### config.mk
export PLATFORM = sky130hd
export DESIGN_NAME = freq_gate_counter
export DESIGN_NICKNAME = d
export VERILOG_FILES = /design/src/rtl/fc_pkg.sv /design/src/rtl/fc_edge_sync.sv /design/src/rtl/freq_gate_counter.sv
export SDC_FILE = /design/constraint.sdc
export NUM_CORES = 1
export LEC_CHECK = 0
export ABC_AREA = 1
export CAP_MARGIN = 20
export CORE_UTILIZATION = 60
export CTS_CLUSTER_DIAMETER = 80
export DETAILED_ROUTE_END_ITERATION = 12
export HOLD_SLACK_MARGIN = 0.12
export PLACE_DENSITY_LB_ADDON = 0.12
export SYNTH_ARGS = -nofsm -noshare
export SYNTH_HDL_FRONTEND = slang
export SYNTH_SLANG_ARGS = --single-unit
export TNS_END_PERCENT = 1
### constraint.sdc
create_clock -name clk -period 2.65 [get_ports clk]
set_clock_uncertainty 0.05 [all_clocks]
set_input_delay 0.3975 -clock clk [delete_from_list [all_inputs] [get_ports clk]]
set_output_delay 0.3975 -clock clk [all_outputs]
set_load 0.05 [all_outputs]
### src/rtl/fc_pkg.sv
// ----------------------------------------------------------------------------
// fc_pkg
// Shared types and constants for the gated frequency counter.
//   fc_state_t  : FSM states (IDLE, ARM, COUNT)
//   FC_CNT_W    : result width, matches the downstream binary-to-BCD converter
//   FC_CNT_MAX  : saturation value of the edge counter
// ----------------------------------------------------------------------------
package fc_pkg;

    typedef enum logic [1:0] {
        IDLE  = 2'd0,
        ARM   = 2'd1,
        COUNT = 2'd2
    } fc_state_t;

    localparam int                  FC_CNT_W   = 12;
    localparam logic [FC_CNT_W-1:0] FC_CNT_MAX = 12'hFFF;

endpackage

### src/rtl/fc_edge_sync.sv
// ----------------------------------------------------------------------------
// fc_edge_sync
// Brings the asynchronous measured signal into the clk domain and produces a
// one-cycle pulse for each synchronized rising edge.
//   sig -> SYNC_STAGES flops -> [optional deglitch flop] -> history flop
//   edge = level & ~history
// Optional feature macro: FC_DEGLITCH_EN (adds a filter stage that changes
// level only after two equal consecutive samples; one extra cycle of latency).
//
// Parameters
//   SYNC_STAGES  synchronizer depth, must be >= 2
// Ports
//   clk      in   system clock, rising edge
//   rst_n    in   synchronous reset, active low
//   i_sig    in   measured signal, asynchronous to clk
//   o_edge   out  one-cycle pulse per synchronized rising edge
// ----------------------------------------------------------------------------
module fc_edge_sync #(
    parameter int SYNC_STAGES = 2
) (
    input  logic clk,
    input  logic rst_n,
    input  logic i_sig,
    output logic o_edge
);

    logic [SYNC_STAGES-1:0] r_sync;
    logic                   r_hist;
    logic                   w_level;

    // NOTE: sequential state is written with <= so every flop samples the
    // pre-edge value of its neighbour, independent of statement order.
    always_ff @(posedge clk) begin
        if (!rst_n) begin
            r_sync <= '0;
        end else begin
            r_sync <= {r_sync[SYNC_STAGES-2:0], i_sig};
        end
    end

`ifdef FC_DEGLITCH_EN
    logic r_filt;

    // r_sync[SYNC_STAGES-2] is the value r_sync[SYNC_STAGES-1] takes next
    // cycle, so comparing the two compares two consecutive samples.
    always_ff @(posedge clk) begin
        if (!rst_n) begin
            r_filt <= 1'b0;
        end else if (r_sync[SYNC_STAGES-1] == r_sync[SYNC_STAGES-2]) begin
            r_filt <= r_sync[SYNC_STAGES-1];
        end
    end

    assign w_level = r_filt;
`else
    assign w_level = r_sync[SYNC_STAGES-1];
`endif

    // History tracks the level every cycle, so a level that is already high
    // when a window is armed never looks like a new edge.
    always_ff @(posedge clk) begin
        if (!rst_n) begin
            r_hist <= 1'b0;
        end else begin
            r_hist <= w_level;
        end
    end

    assign o_edge = w_level & ~r_hist;

endmodule

### src/rtl/freq_gate_counter.sv
// ----------------------------------------------------------------------------
// freq_gate_counter
// Counts synchronized rising edges of sig_in over back-to-back windows of
// GATE_CYCLES clk cycles and publishes the saturated count on freq with a
// one-cycle freq_valid strobe. freq drives the binary-to-BCD converter.
// Optional feature macro: FC_DEGLITCH_EN (see fc_edge_sync).
//
// Parameters
//   GATE_CYCLES  clk cycles per window, must be >= 4
//   CNT_W        width of edge counter and freq
//   SYNC_STAGES  synchronizer depth, must be >= 2
// Ports
//   clk         in   system clock, rising edge
//   rst_n       in   synchronous reset, active low
//   sig_in      in   measured signal, asynchronous to clk
//   enable      in   1 = measure continuously, 0 = abort and idle
//   freq        out  edge count of last completed window (saturated)
//   freq_valid  out  one-cycle pulse when freq updates
//   overflow    out  last completed window saturated
// ----------------------------------------------------------------------------
module freq_gate_counter
    import fc_pkg::*;
#(
    parameter int GATE_CYCLES = 100_000_000,
    parameter int CNT_W       = FC_CNT_W,
    parameter int SYNC_STAGES = 2
) (
    input  logic             clk,
    input  logic             rst_n,
    input  logic             sig_in,
    input  logic             enable,
    output logic [CNT_W-1:0] freq,
    output logic             freq_valid,
    output logic             overflow
);

    localparam int                GATE_W    = $clog2(GATE_CYCLES);
    localparam logic [GATE_W-1:0] GATE_LAST = GATE_W'(GATE_CYCLES - 1);
    localparam logic [CNT_W-1:0]  CNT_MAX   = {CNT_W{1'b1}};

    fc_state_t         r_state;
    fc_state_t         w_state_nxt;
    logic [GATE_W-1:0] r_gate_cnt;
    logic [CNT_W-1:0]  r_edge_cnt;
    logic              r_sat;
    logic [CNT_W-1:0]  r_freq;
    logic              r_freq_valid;
    logic              r_overflow;

    logic              w_edge;
    logic              w_counting;
    logic              w_window_end;
    logic [CNT_W-1:0]  w_edge_cnt_nxt;
    logic              w_sat_nxt;

    fc_edge_sync #(
        .SYNC_STAGES (SYNC_STAGES)
    ) u_edge_sync (
        .clk    (clk),
        .rst_n  (rst_n),
        .i_sig  (sig_in),
        .o_edge (w_edge)
    );

    // ---------------- FSM ----------------
    always_ff @(posedge clk) begin
        if (!rst_n) begin
            r_state <= IDLE;
        end else begin
            r_state <= w_state_nxt;
        end
    end

    // NOTE: every variable gets a default before the case so no path leaves
    // it unassigned, which would otherwise infer a latch.
    always_comb begin
        w_state_nxt = r_state;
        unique case (r_state)
            IDLE:    if (enable) w_state_nxt = ARM;
            ARM:     w_state_nxt = COUNT;
            COUNT:   if (!enable) w_state_nxt = IDLE;
            default: w_state_nxt = IDLE;
        endcase
    end

    // ---------------- Edge accumulation ----------------
    // Window end is only honoured while enable is high: a simultaneous
    // disable discards the window instead of publishing it.
    always_comb begin
        w_counting     = (r_state == COUNT) && enable;
        w_window_end   = w_counting && (r_gate_cnt == GATE_LAST);
        w_edge_cnt_nxt = r_edge_cnt;
        w_sat_nxt      = r_sat;
        if (w_edge) begin
            if (r_edge_cnt == CNT_MAX) begin
                w_sat_nxt = 1'b1;
            end else begin
                w_edge_cnt_nxt = r_edge_cnt + CNT_W'(1);
            end
        end
    end

    // The last cycle's edge is folded in via w_edge_cnt_nxt while the
    // counters restart, so the next window begins with no dead cycle.
    always_ff @(posedge clk) begin
        if (!rst_n) begin
            r_gate_cnt   <= '0;
            r_edge_cnt   <= '0;
            r_sat        <= 1'b0;
            r_freq       <= '0;
            r_freq_valid <= 1'b0;
            r_overflow   <= 1'b0;
        end else begin
            r_freq_valid <= 1'b0;
            if (r_state == ARM) begin
                r_gate_cnt <= '0;
                r_edge_cnt <= '0;
                r_sat      <= 1'b0;
            end else if (w_window_end) begin
                r_gate_cnt   <= '0;
                r_edge_cnt   <= '0;
                r_sat        <= 1'b0;
                r_freq       <= w_edge_cnt_nxt;
                r_overflow   <= w_sat_nxt;
                r_freq_valid <= 1'b1;
            end else if (w_counting) begin
                r_gate_cnt <= r_gate_cnt + GATE_W'(1);
                r_edge_cnt <= w_edge_cnt_nxt;
                r_sat      <= w_sat_nxt;
            end
        end
    end

    assign freq       = r_freq;
    assign freq_valid = r_freq_valid;
    assign overflow   = r_overflow;

endmodule
==> results.md <==
* Die W at ~74 um
* Worst Path Max Fanout at 2
* Layout cells sized above 1 at ~8.7%
* Vias at ~3k
* Switching Fraction at 25.0%
* DRC at 0
* Worst slew pin tran at 515 ps
* Logic gate share of total power at under 10%
* # diodes at 0
* Worst skew pair latency at around 360 ps
* # Post-CTS Setup Buffers at 0
* Clk sink count at 59
* Number of buffers added on ports at 17
* Share of the clock period used by the worst path at 73.8%
* CP endpoint kind: output port
* Crit. path cell count at 1
* Startpoint Class: register
* FF-to-FF path depth at 8
* Die area at roughly 0.0055 mm^2
* Maximum clock frequency at between 0.5 and 0.6 GHz
* HPWL after DPL at between 5000 and 6000 um
* Rows at 26
* Cell Area, Placed at 0.00336 mm^2
* CTS tree: built
* Mapped Cells at 490
* Syn Area/Cell at about 6.4 um^2
* Count of flip-flops with a built-in enable after synthesis at 0
* Share of the synthesized area in the top cell type at 37.5%
* Vias in the first global route at about 2.7k
* Crit-path cells: clkdlybuf4s50_1
* Seq/Total Area, Yosys at between 30% and 40%
* Area growth syn-to-layout at 13.1%
* Pwr dens at 508 mW/mm^2
* Net switching power at roughly 450 uW
* Internal at around 1400 uW
* Cell family with most CP delay: buffers and inverters
* Crit path time final at ~2000 ps
* Remaining Overflow, GRT at 0
* Min-Delay Path Class: register to register
* Flop pwr share at around 50%
* Routed len/inst at between 10 and 15 um
* Vias per inst at ~5.1
* Total wire length at just under 7000 um
* Boundary Pins at 18
* FF+latch count, synth at ~60
* Main synth FF type: dfxtp_1
* Status: complete, no violations
* Worst vdd ir at 391 uV
* Iteration-0 DRC Markers at about 150
* Crit path DAT at 1510 ps
* Syn nets at approximately 500
* CP peak stage delay at between 800 and 900 ps
* Filler cells at about 470
* Mapped Area at 0.00315 mm^2
* Critical path class: register to output port
* YS warnings at 0
* RSZ-0062 raised after global routing: false
* Clk root buf: clkbuf_8
* Pin count of the biggest net entering global routing at 25
* Ys async rst share at 0%
* Clock power share at a little under half
* Core area at 0.00507 mm^2
* First-pass GRT wire length at approximately 12000 um
* Post-route setup TNS at 0 ps
* Largest area contributor in the netlist: dfxtp_1
* Top-count cell post-synth: nand2_1
* Starting Density at ~62%
* Final #Nets at 516
* Leakage at 0.00153 uW
* Longest Clk Path Bufs at 2
* Crit-path slowest cell: clkdlybuf4s50_1
* # hold bufs at CTS at 0
* Post_cts resized at 0
* Drt first pass iters at 4
* Yosys cell types at 29
* Die H at ~74 um
* Rel. slew slack at between 60 and 70%
* Cts bufs inserted at 9
* Final Hold Viols at 0
* Worst path required time at around 2200 ps
* Synth top area cells: dfxtp_1 37%, nand2_1 15%, nor2_1 14%
* ANT nets after route at 0
* # setup viols final at 0
* H-tree depth at 3
* Final GP Congestion at 0.906
* Maxcap violations at 0
* Reg clk slew, reported paths at 70 ps
* Initial antenna violation count at 0
* Worst Path Buf+Inv at 1
* Fin area at ~0.0036 mm^2
* Post-synth top cells: 122 x nand2_1, 116 x nor2_1, 59 x dfxtp_1
* Pins Over Slew Limit at 0
* Hold depth at 2
* GRT Overall Usage at around 28%
-- layer usage --
metal  vias to the layer above  track usage [%]  part of all wire [%]
li1                       1572                -                     -
met1                      1358             31.0                    45
met2                        56             47.9                    50
met3                        11             8.54                   4.1
met4                         0             13.6                   1.7
met5                         -                0                     0
-- cells by family (layout without fill, tap and decap cells) --
| family | after synthesis | in the layout | share of synthesized area, % |
|---|---|---|---|
| flops | 59 | 59 | 37.5 |
| fa+ha+maj | 2 | 2 | 0.794 |
| xor+xnor | 9 | 9 | 2.50 |
| compound gates | 30 | 30 | 5.00 |
| simple gates | 318 | 318 | 44.7 |
| buf+inv | 72 | 97 | 9.49 |
-- layout make-up --
type,count,area [um^2],area share [%]
inverter,61,231,6.49
timing repair buffer,20,193,5.41
multi-input combinational,359,1670,46.9
clock buffer,9,124,3.47
tap,70,87.6,2.46
sequential,59,1180,33.1
clock inverter,7,76.3,2.14
-- sequential cells by signal, indices dropped and copies added, names as in the netlist --
signal              count
u_edge_sync.r_sync      2
freq                   12
r_gate_cnt             27
overflow                1
u_edge_sync.r_hist      1
r_sat                   1
r_edge_cnt             12
freq_valid              1
r_state                 2
-- cells in the final DEF (no fill, tap or decap), types with 3 or more instances in the layout --
master	instances
nor2_1	116
nand3_1	33
nand4_1	16
clkbuf_8	9
clkdlybuf4s50_1	17
nor3_1	4
buf_4	3
inv_1	58
nor2_2	7
o21ai_0	19
xor2_1	6
xnor2_1	3
a21oi_1	8
or2_2	3
nor3b_1	4
nor2_4	4
nand3_2	4
nand2_1	122
dfxtp_1	59
-- through the flow --
stage	total power [uW]	cells	utilization, %	hold slack [ps]	worst slack [ps]
2_1_floorplan	984	490	-	340	1160
3_3_place_gp	997	569	66.3	344	447
3_5_place_dp	1000	569	66.3	351	406
4_1_cts	1820	585	70.2	370	683
5_1_grt	1870	585	70.2	395	598
6_report	1810	585	70.2	367	695
-- path summary, 6_finish.rpt --
check                        startpoint               endpoint  slack [ps]
setup / recovery                freq[5]                freq[5]         690
setup reg to reg          r_gate_cnt[0]         r_gate_cnt[18]         800
hold reg to reg   u_edge_sync.r_sync[0]  u_edge_sync.r_sync[1]         370
hold / removal    u_edge_sync.r_sync[0]  u_edge_sync.r_sync[1]         370
-- power by group through the flow --
stage	Combinational, uW	Sequential [uW]	Clock, uW
final	73.3	906	832
after global routing	84.1	906	881
after CTS	73.9	905	840
after detailed placement	73.7	926	0
after global placement	71.9	925	0
after floorplan	60.5	923	0
No activity file was read; power rests on OpenSTA's default activity.
